File: config.mk
export PLATFORM = sky130hd
export DESIGN_NAME = if_fetch
export DESIGN_NICKNAME = d
export VERILOG_FILES = /design/src/rtl/if_fetch.sv
export SDC_FILE = /design/constraint.sdc
export NUM_CORES = 1
export LEC_CHECK = 0
export ABC_AREA = 1
export ABC_CLOCK_PERIOD_IN_PS = 4400
export BUFFER_PORTS_ARGS = -buffer_cell sky130_fd_sc_hd__buf_2
export CAP_MARGIN = 20
export CORE_ASPECT_RATIO = 0.8
export CORE_MARGIN = 3
export CORE_UTILIZATION = 50
export CTS_CLUSTER_SIZE = 8
export DETAILED_ROUTE_END_ITERATION = 10
export PLACE_DENSITY = 0.79
export SYNTH_ARGS = -nofsm -noshare
export SYNTH_HDL_FRONTEND = slang
export SYNTH_SLANG_ARGS = --single-unit
File: constraint.sdc
create_clock -name clk -period 4.4 [get_ports clk]
set_input_delay 0.44 -clock clk [delete_from_list [all_inputs] [get_ports clk]]
set_output_delay 0.44 -clock clk [all_outputs]
set_load 0.01 [all_outputs]
File: src/rtl/if_fetch.sv
// if_fetch: instruction-fetch stage owning the PC, the imem req/ack handshake and redirects.
// Optional ack watchdog is compiled in when IF_TIMEOUT_EN is defined.
module if_fetch #(
  parameter logic [31:0] RESET_PC       = 32'h0000_0000,
  parameter int          TIMEOUT_CYCLES = 16
) (
  input  logic        clk,
  input  logic        rst,
  input  logic [5:0]  stall,
  input  logic        flush,
  input  logic [31:0] new_pc,
  input  logic        branch_flag_i,
  input  logic [31:0] branch_target_i,
  output logic        inst_req_o,
  output logic [31:0] inst_addr_o,
  input  logic        inst_ack_i,
  input  logic [31:0] inst_rdata_i,
  output logic [31:0] if_pc,
  output logic [31:0] if_inst,
  output logic        stallreq_if,
  output logic        fetch_err_o
);

  typedef enum logic [1:0] {
    IDLE = 2'd0,
    REQ  = 2'd1,
    HOLD = 2'd2
  } state_t;

  state_t      state, state_nxt;
  logic [31:0] pc, pc_nxt;
  logic [31:0] if_pc_q, if_pc_nxt;
  logic [31:0] if_inst_q, if_inst_nxt;
  logic [31:0] pend_pc, pend_pc_nxt;
  logic        pend_valid, pend_valid_nxt;
  logic        discard, discard_nxt;
  logic [31:0] seq_pc;
  logic        ack_ok;
  logic        timed_out;
  logic        take_branch;

  // Only the IF bit of the stall vector matters here.
  logic unused_stall;
  assign unused_stall = ^stall[5:1];

`ifdef IF_TIMEOUT_EN
  logic [7:0] tmo_cnt, tmo_cnt_nxt;
  logic       ack_mask, ack_mask_nxt;

  // ack_mask swallows a late ack belonging to the request abandoned by a timeout.
  always_comb begin
    timed_out    = (state == REQ) && (tmo_cnt == 8'(TIMEOUT_CYCLES));
    ack_ok       = inst_ack_i && !ack_mask && !timed_out;
    tmo_cnt_nxt  = 8'd0;
    ack_mask_nxt = 1'b0;
    if (state == REQ) begin
      if (timed_out) begin
        ack_mask_nxt = 1'b1;
      end else if (!ack_ok) begin
        tmo_cnt_nxt = tmo_cnt + 8'd1;
      end
    end
  end

  always_ff @(posedge clk or posedge rst) begin
    if (rst) begin
      tmo_cnt  <= 8'd0;
      ack_mask <= 1'b0;
    end else begin
      tmo_cnt  <= tmo_cnt_nxt;
      ack_mask <= ack_mask_nxt;
    end
  end
`else
  localparam int unused_tmo_cycles = TIMEOUT_CYCLES;
  assign timed_out = 1'b0;
  assign ack_ok    = inst_ack_i;
`endif

  assign fetch_err_o = timed_out;
  assign if_pc       = if_pc_q;
  assign if_inst     = if_inst_q;

  always_ff @(posedge clk or posedge rst) begin
    if (rst) begin
      state      <= IDLE;
      pc         <= RESET_PC;
      if_pc_q    <= 32'd0;
      if_inst_q  <= 32'd0;
      pend_pc    <= 32'd0;
      pend_valid <= 1'b0;
      discard    <= 1'b0;
    end else begin
      state      <= state_nxt;
      pc         <= pc_nxt;
      if_pc_q    <= if_pc_nxt;
      if_inst_q  <= if_inst_nxt;
      pend_pc    <= pend_pc_nxt;
      pend_valid <= pend_valid_nxt;
      discard    <= discard_nxt;
    end
  end

  // Redirect priority: flush > branch > stall > sequential.
  always_comb begin
    state_nxt      = state;
    pc_nxt         = pc;
    if_pc_nxt      = if_pc_q;
    if_inst_nxt    = if_inst_q;
    pend_pc_nxt    = pend_pc;
    pend_valid_nxt = pend_valid;
    discard_nxt    = discard;
    inst_req_o     = 1'b0;
    inst_addr_o    = 32'd0;
    stallreq_if    = 1'b0;
    seq_pc         = pend_valid ? pend_pc : pc + 32'd4;
    // A branch seen after a flush comes from the squashed path.
    take_branch    = branch_flag_i && !discard;

    case (state)
      IDLE: begin
        state_nxt = REQ;
        if (flush) begin
          pc_nxt      = new_pc;
          if_pc_nxt   = 32'd0;
          if_inst_nxt = 32'd0;
        end else if (branch_flag_i) begin
          pc_nxt = branch_target_i;
        end
      end

      HOLD: begin
        if (flush) begin
          pc_nxt      = new_pc;
          if_pc_nxt   = 32'd0;
          if_inst_nxt = 32'd0;
          state_nxt   = REQ;
        end else begin
          if (branch_flag_i) pc_nxt = branch_target_i;
          if (!stall[0]) state_nxt = REQ;
        end
      end

      REQ: begin
        inst_req_o  = !timed_out;
        inst_addr_o = timed_out ? 32'd0 : pc;
        stallreq_if = !ack_ok;
        if (timed_out) begin
          if_inst_nxt    = 32'd0;
          if_pc_nxt      = pc;
          pend_valid_nxt = 1'b0;
          discard_nxt    = 1'b0;
          if (flush) begin
            pc_nxt    = new_pc;
            if_pc_nxt = 32'd0;
          end else if (take_branch) begin
            pc_nxt = branch_target_i;
          end else if (pend_valid) begin
            pc_nxt = pend_pc;
          end
        end else if (ack_ok) begin
          pend_valid_nxt = 1'b0;
          discard_nxt    = 1'b0;
          if (flush) begin
            pc_nxt      = new_pc;
            if_pc_nxt   = 32'd0;
            if_inst_nxt = 32'd0;
          end else begin
            if (!discard) begin
              if_inst_nxt = inst_rdata_i;
              if_pc_nxt   = pc;
            end
            pc_nxt = take_branch ? branch_target_i : seq_pc;
            if (stall[0]) state_nxt = HOLD;
          end
        end else if (flush) begin
          pend_valid_nxt = 1'b1;
          pend_pc_nxt    = new_pc;
          discard_nxt    = 1'b1;
          if_inst_nxt    = 32'd0;
          if_pc_nxt      = 32'd0;
        end else if (take_branch) begin
          pend_valid_nxt = 1'b1;
          pend_pc_nxt    = branch_target_i;
        end
      end

      default: state_nxt = IDLE;
    endcase
  end

endmodule
### Yosys cells after proc, flatten, opt, wreduce, memory -nomap -nowiden

Index checks and enable logic that the tools add are counted.

* flip-flop bits (word level): 132
* latch bits: 0
* memory bits (writable): 0
* memory bits (read-only): 0
* input bits: 107
* output and inout port bits: 99
* logic and storage cells: 65
* memories: 0

* add/subtract/negate cells: 1
* multiply operators: 0
* div/mod/pow operators: 0
* magnitude comparators: 0
* equality and inequality tests: 8
* shifts and indexed selects: 0
* multiplexer cells: 33
* bitwise logic cells: 1
* reduce and logical (&&, ||, !) cells: 15

Operators by type and width (count)
* 2-to-1 mux 32 bit: 17
* case mux 32 bit (2 select lines): 3
* adder 32 x 3 -> 32 bit (second input constant): 1
* 2-to-1 mux 2 bit: 5
* 2-to-1 mux 1 bit: 7
* inequality test 2 bit (second input constant): 3
* case mux 2 bit (3 select lines): 1
* AND reduction 2 bit: 3
* AND reduction 3 bit: 2
* nonzero test 2 bit: 3
* inequality test 4 bit (second input constant): 1
* AND reduction 4 bit: 1
* inequality test 3 x 1 -> 1 bit (second input constant): 1
* inequality test 3 bit (second input constant): 1
* nonzero test 3 bit: 1
* == test 2 x 1 -> 1 bit (second input constant): 1
* == test 2 bit (second input constant): 1
* zero test 1 bit: 2
* zero test 2 bit: 1
* OR reduction 2 bit: 1
* logical AND 1 bit: 1
* inverter 1 bit: 1

### Depth between registers and ports, before layout

Gate-level depths: netlist of the first run.

* depth after elaboration: 6
* gate-level depth with buffers: 12
* mapped depth without buffers: 12

### Least setup slack after synthesis of the first run

OpenSTA, ideal clock, no wires.

* path kind: flip-flop to output port
* start point: reg state[0]
* end point: out inst_addr_o[10]
* arrival time: 1.231 ns
* required time: 3.960 ns
* setup slack: 2.729 ns
* stages on the path, launching flop included: 6
* cell sequence: dfrtp_1 nand2_2 buf_4 clkbuf_1 buf_2 nor2_1

* longest elaborated chain between the ends: 2

RTL lines
* start: declaration: RTL line 30 `state_t state, state_nxt;`
* start signal: assignment: RTL line 94 `state <= state_nxt;`
* == test 2 x 1 -> 1 bit: RTL line 120 `case (state)`
* 2-to-1 mux 32 bit: RTL line 120
* end: declaration: RTL line 15 `output logic [31:0] inst_addr_o,`

Every way passes these cells.

### Worst setup path after layout of the first run

* start point: reg state[1]
* end point: reg if_pc_q[7], in the netlist if_pc[7]

* longest elaborated chain between the ends: 4

RTL lines
* == test 2 bit or zero test 2 bit (tied branches): RTL line 120
* OR reduction 2 bit (no line)
* nonzero test 2 bit (no line)
* AND reduction 2 bit (no line)
* end signal: assignment: RTL line 96 `if_pc_q <= if_pc_nxt;`
* end: declaration: RTL line 32 `logic [31:0] if_pc_q, if_pc_nxt;`

Several ways; a longest one is shown, not always the timed one.
A chain may end at the register's enable or synchronous reset.

==> results of run 1 <==
per-layer routing:
metal,up-vias,track usage,share of wire
li1,3764,-,-
met1,3596,0.384,0.46
met2,352,0.382,0.44
met3,23,0.0579,0.089
met4,0,0.0669,0.011
met5,-,0,0
synth_stat cells, types with 2 or more instances:
master    number
a21oi_1       50
a311oi_1       3
a31oi_1       25
and2_1         2
buf_2         27
buf_4          4
buf_6          6
clkbuf_1      16
clkinv_1       2
dfrtp_1      132
inv_1        165
inv_2          8
nand2_1      301
nand2_2        4
nand2_4        3
nand3_1       57
nand4_1        5
nor2_1        88
nor2_2         5
nor2_4         6
nor2_8         2
nor3_1         2
o211ai_1       4
o21ai_0       52
o21ai_1        8
o21bai_1       4
o22ai_1        6
o22ai_2       60
cell families after synthesis:
kind of cell / Yosys count / share of synthesized area
other cells: 1 / 0.000472
fa+ha+maj: 1 / 0.00157
compound gates: 221 / 0.208
flops: 132 / 0.415
simple gates: 477 / 0.253
xor+xnor: 1 / 0.00110
buf+inv: 229 / 0.120
power by group:
group          switching, mW  internal, mW  total [mW]
combinational          0.860         0.446        1.31
sequential             0.189          1.42        1.61
clock                  0.537         0.976        1.51
total                   1.59          2.85        4.43
worst register-to-register path, cell delays in order, from the launching register on:
cell and delay [ns]:
dfrtp_1 0.38, inv_2 0.08, nand2_2 0.09, buf_4 0.29, nor2_4 0.19, o211a_4 0.59, buf_4 0.42, o22ai_1 0.11
state kept, by name (all words and copies together), names as in the netlist:
register / count
state: 2
pc: 32
if_pc: 32
pend_pc: 32
discard: 1
if_inst: 32
pend_valid: 1
worst paths after layout:
path / cells past startpoint / slack, ns / to
worst max-delay path: 7 / 2.10 / if_pc[7]$_DFFE_PP0P_
worst min-delay path: 2 / 0.20 / if_inst[14]$_DFFE_PP0P_
worst max register to register: 7 / 2.10 / if_pc[7]$_DFFE_PP0P_
worst min register to register: 2 / 0.48 / pend_pc[2]$_DFFE_PP0P_
max in group asynchronous: 3 / 3.19 / if_inst[1]$_DFFE_PP0P_
min in group clk: 3 / 0.29 / if_inst[20]$_DFFE_PP0P_
cell type report:
type,instances,area (um2),area share
Clock buffer,19,453,0.0470
Clock inverter,13,180,0.0187
Inverter,175,659,0.0684
Multi-Input combinational cell,701,3700,0.384
Sequential cell,132,3300,0.342
Tap cell,210,263,0.0272
Timing Repair Buffer,211,1090,0.113
==> flow_metrics.py, run 1 <==
metrics = {
    "global_routing": {
        "antenna_found_initial": 0,
        "overflow": 0,
        "grt_pass1_vias": 7180,
        "grt_max_degree": 67,
        "grtUsageTotal": 0.258,
        "grt_pass1_wl_um": 36300,
    },
    "timing": {
        "holdWs_ns": 0.199,
        "hold_viol": 0,
        "max_freq_mhz": 435,
        "slew_viol_final": 0,
        "rsz0062_at_grt": "no",
        "period_share": 0.523,
        "setup_ws_ns": 2.10,
        "tightest_slew_ns": 1.07,
        "clock_skew_ns": 0.00588,
        "finalSetupTns_ns": 0,
        "fin_crit_ns": 2.30,
        "setup_viol_count_final": 0,
        "relSlewSlack": 0.285,
    },
    "setup_path": {
        "max_stage_delay_ns": 0.59,
        "path_max_fanout": 43,
        "criticalPathCategory": "reg -> reg",
        "cp.arrival_ns": 2.56,
        "path_delay_family": "buffers and inverters",
        "slowest_stage": "o211a_4",
        "crit_chain": "inv_2, nand2_2, buf_4, nor2_4, o211a_4, buf_4, o22ai_1",
        "crit_top_cell": "buf_4",
        "path_buf_inv": 3,
        "required_ns": 4.66,
        "r2r-start": "state[1]$_DFFE_PP0P_",
        "crit_start": "state[1]$_DFFE_PP0P_",
        "end_kind": "flop",
        "cp-start-kind": "flop",
    },
    "route": {
        "drc_errors": 0,
        "drtPass1Iterations": 5,
        "routed_wl_um": 22800,
        "ant_nets": 0,
        "dr_total_vias": 7735,
        "drt_iter0_drc": 619,
        "routed_via_density": 5.29,
        "wire_per_inst_um": 15.6,
    },
    "logic_synthesis": {
        "synthDistinctLibCells": 43,
        "async_flop_share": 1.00,
        "ys_ff_latch": 132,
        "netlist.area_leader.share": 0.415,
        "syn_nets": 1170,
        "netlist_instances": 1062,
        "syn_area_um2": 7950,
        "synth_ff_type": "dfrtp_1",
        "yosys_warnings": 0,
        "synth-edff-count": 0,
        "synthTopCellsByArea": "dfrtp_1 (42%), nand2_1 (14%), o22ai_2 (9.4%)",
        "synth_largest_area_cell": "dfrtp_1",
        "seq_area_frac_synth": 0.415,
        "avgSynthCellArea_um2": 7.49,
    },
    "clock_tree": {
        "clock-sinks": 132,
        "cts_resized": 0,
        "cts_max_path_buffers": 2,
        "cts_hold_buf": 0,
        "clkLatencyLatePin_ns": 0.42,
        "clk_pin_slew_ns": 0.06,
        "cts_tree": "built",
        "post_cts_buffers": 0,
        "htreeDepth": 4,
        "cts_buffers": 17,
        "cts_root_buf": "clkbuf_16",
    },
    "power": {
        "peakVddDrop_v": 0.000331,
        "power_density_nw_per_um2": 459,
        "p_leak_nw": 5.04,
        "total_power_mw": 4.43,
    },
    "cells_and_area": {
        "final_common_cell": "nand2_1",
        "nets": 1346,
        "areaGrowthSynthToFinish_pct": 21.3,
        "fin_area_um2": 9650,
        "post-route-util": 0.630,
        "diodes": 0,
        "final_cell_mix": "nand2_1 (301), buf_2 (199), inv_1 (164)",
        "final_cells": 1461,
        "drive_above_1_share": 0.268,
        "nFillCells": 1341,
    },
    "placement": {
        "place_ws_ns": 1.83,
        "hpwl_um": 16300,
        "placed_area_um2": 9010,
        "dp_cells": 1429,
        "port_buffers": 199,
        "routabilityCongestion": 0.925,
    },
    "die": {
        "num_rows": 40,
        "dieArea_um2": 17500,
        "fp.dieH_um": 119,
        "io_pins": 206,
        "initial_core_util": 0.519,
        "dieWidth_um": 147,
        "core_um2": 15300,
    },
    "min_path": {
        "min_path_type": "in -> async",
    },
    "status": {
        "status": "completed",
    },
    "job": {
        "maxCapViolations": 0,
    },
}
(Power assumes the default switching activity.)
==> run 2: changes to the inputs <==
ABC_CLOCK_PERIOD_IN_PS = 2300   (was 4400)
clock period = 2.3 ns   (was 4.4 ns; I/O delays follow)
==> run 2 against run 1 <==
Final area is 2.0% higher. Register-to-register slack worse by 1.7 ns. Sequential power increased by 91%. Clock-buffer cell count shrank 2. Combinational power is 98% higher. Global-route usage grew 0.72 points. Sequential share of layout area down 0.67 points. Setup slack lost 2.0 ns. Final cell count is 0.75% higher. Die area unchanged. First-iteration DRC count rose by 5.7%.
==> flow_metrics.py, run 2 (synthesis gave the netlist of run 1 again) <==
metrics = {
    "setup_path": {
        "required_ns": 2.07,
        "crit_chain": "nand2_2, buf_4, nor2_1, buf_2",
        "criticalPathCategory": "reg -> out",
        "path_max_fanout": 61,
        "crit_start": "state[0]$_DFFE_PP0P_",
        "slowest_stage": "buf_4",
        "cp.arrival_ns": 1.95,
        "cp-start-kind": "flop",
        "end_kind": "output port",
        "r2r-start": "pc[2]$_DFFE_PP0P_",
        "r2r_cells": 12,
        "max_stage_delay_ns": 0.55,
    },
    "route": {
        "routed_via_density": 5.35,
        "routed_wl_um": 23200,
        "drtPass1Iterations": 6,
        "wire_per_inst_um": 15.8,
        "ant_nets": 0,
        "drt_iter0_drc": 654,
        "drc_errors": 0,
        "dr_total_vias": 7881,
    },
    "die": {
        "core_um2": 15300,
        "num_rows": 40,
        "dieArea_um2": 17500,
        "dieWidth_um": 147,
        "fp.dieH_um": 119,
        "io_pins": 206,
        "initial_core_util": 0.519,
    },
    "clock_tree": {
        "clk_pin_slew_ns": 0.06,
        "cts_buffers": 17,
        "post_cts_buffers": 0,
        "clkLatencyLatePin_ns": 0.42,
        "htreeDepth": 4,
        "clock-sinks": 132,
        "cts_tree": "built",
        "cts_root_buf": "clkbuf_16",
        "cts_max_path_buffers": 2,
    },
    "min_path": {
        "min_from": "inst_rdata_i[29]",
        "min_path_type": "in -> reg",
        "hold_depth": 3,
    },
    "cells_and_area": {
        "final_cell_mix": "nand2_1 (301), buf_2 (199), inv_1 (164)",
        "post-route-util": 0.642,
        "final_common_cell": "nand2_1",
        "diodes": 0,
        "areaGrowthSynthToFinish_pct": 23.8,
        "nets": 1357,
        "final_cells": 1472,
        "drive_above_1_share": 0.273,
    },
    "global_routing": {
        "met2_usage": 0.399,
        "grtUsageTotal": 0.266,
        "grt_pass1_wl_um": 37500,
        "overflow": 0,
        "antenna_found_initial": 0,
        "grt_pass1_vias": 7371,
        "met1_usage": 0.398,
        "use_met3": 0.0544,
        "busiest_layer": "met2",
        "grt_max_degree": 65,
    },
    "placement": {
        "routabilityCongestion": 0.911,
        "hpwl_um": 16900,
        "dp_cells": 1439,
        "port_buffers": 199,
    },
    "power": {
        "peakVddDrop_v": 0.000555,
        "power_density_nw_per_um2": 879,
        "total_power_mw": 8.65,
        "p_leak_nw": 5.12,
    },
    "timing": {
        "period_share": 0.950,
        "fin_crit_ns": 2.18,
        "max_freq_mhz": 458,
        "relSlewSlack": 0.496,
        "rsz0062_at_grt": "no",
        "finalSetupTns_ns": 0,
        "slew_viol_final": 0,
        "setup_viol_count_final": 0,
        "tightest_slew_ns": 0.755,
        "clock_skew_ns": 0.00772,
        "hold_viol": 0,
    },
    "status": {
        "status": "completed",
    },
    "job": {
        "maxCapViolations": 0,
    },
}
-- run 2: area by class of cell --
| type | count | area, um2 |
|---|---|---|
| Sequential cell | 132 | 3300 |
| Clock inverter | 15 | 228 |
| Timing Repair Buffer | 222 | 1260 |
| Clock buffer | 17 | 425 |
| Fill cell | 1320 | 5480 |
| Tap cell | 210 | 263 |
| Multi-Input combinational cell | 701 | 3700 |
| Inverter | 175 | 661 |
-- run 2: stage by stage --
step | worst slack, ns | hold slack, ns | cell area (um2)
3_3_place_gp | 0.434 | 0.298 | 9180
5_1_grt | 0.000281 | 0.0693 | 9840
3_5_place_dp | 0.370 | 0.291 | 9180
2_1_floorplan | 0.433 | 0.389 | 7950
6_report | 0.115 | 0.0746 | 9840
4_1_cts | 0.125 | 0.0646 | 9840
-- run 2: report_power, final --
| group | leakage (nW) | total [mW] | switching (mW) | internal, mW |
|---|---|---|---|---|
| logic | 3.12 | 2.59 | 1.68 | 0.903 |
| registers | 1.70 | 3.08 | 0.353 | 2.73 |
| clock network | 0.303 | 2.98 | 1.05 | 1.93 |
| total | 5.12 | 8.65 | 3.09 | 5.56 |
-- run 2: timing repair --
action                     4_1_cts  5_1_grt
setup endpoints to repair        0        0
resized for setup                0        0
hold endpoints to repair        16        0
hold buffers                     1        0
-- run 2: final timing paths --
kind	endpoint	slack [ns]
worst max-delay path	inst_addr_o[8]	0.12
worst min-delay path	if_inst[29]$_DFFE_PP0P_	0.07
worst max register to register	pc[24]$_DFFE_PP0P_	0.44
worst min register to register	pend_pc[2]$_DFFE_PP0P_	0.49
max in group asynchronous	if_inst[12]$_DFFE_PP0P_	1.30
min in group asynchronous	pend_pc[23]$_DFFE_PP0P_	0.39
-- run 2: per-layer routing --
| metal | routed length [um] | vias to the layer above |
|---|---|---|
| li1 | - | 3781 |
| met1 | 10700 | 3685 |
| met2 | 10100 | 390 |
| met3 | 2180 | 25 |
| met4 | 216 | 0 |
| met5 | 0 | - |
-- run 2: worst max-delay path: cells and delay by family (launching register included) --
| kind | cells | cell delay, ns |
|---|---|---|
| buffers and inverters | 2 | 0.73 |
| flip-flops | 1 | 0.43 |
| AND/OR/NAND/NOR | 2 | 0.33 |
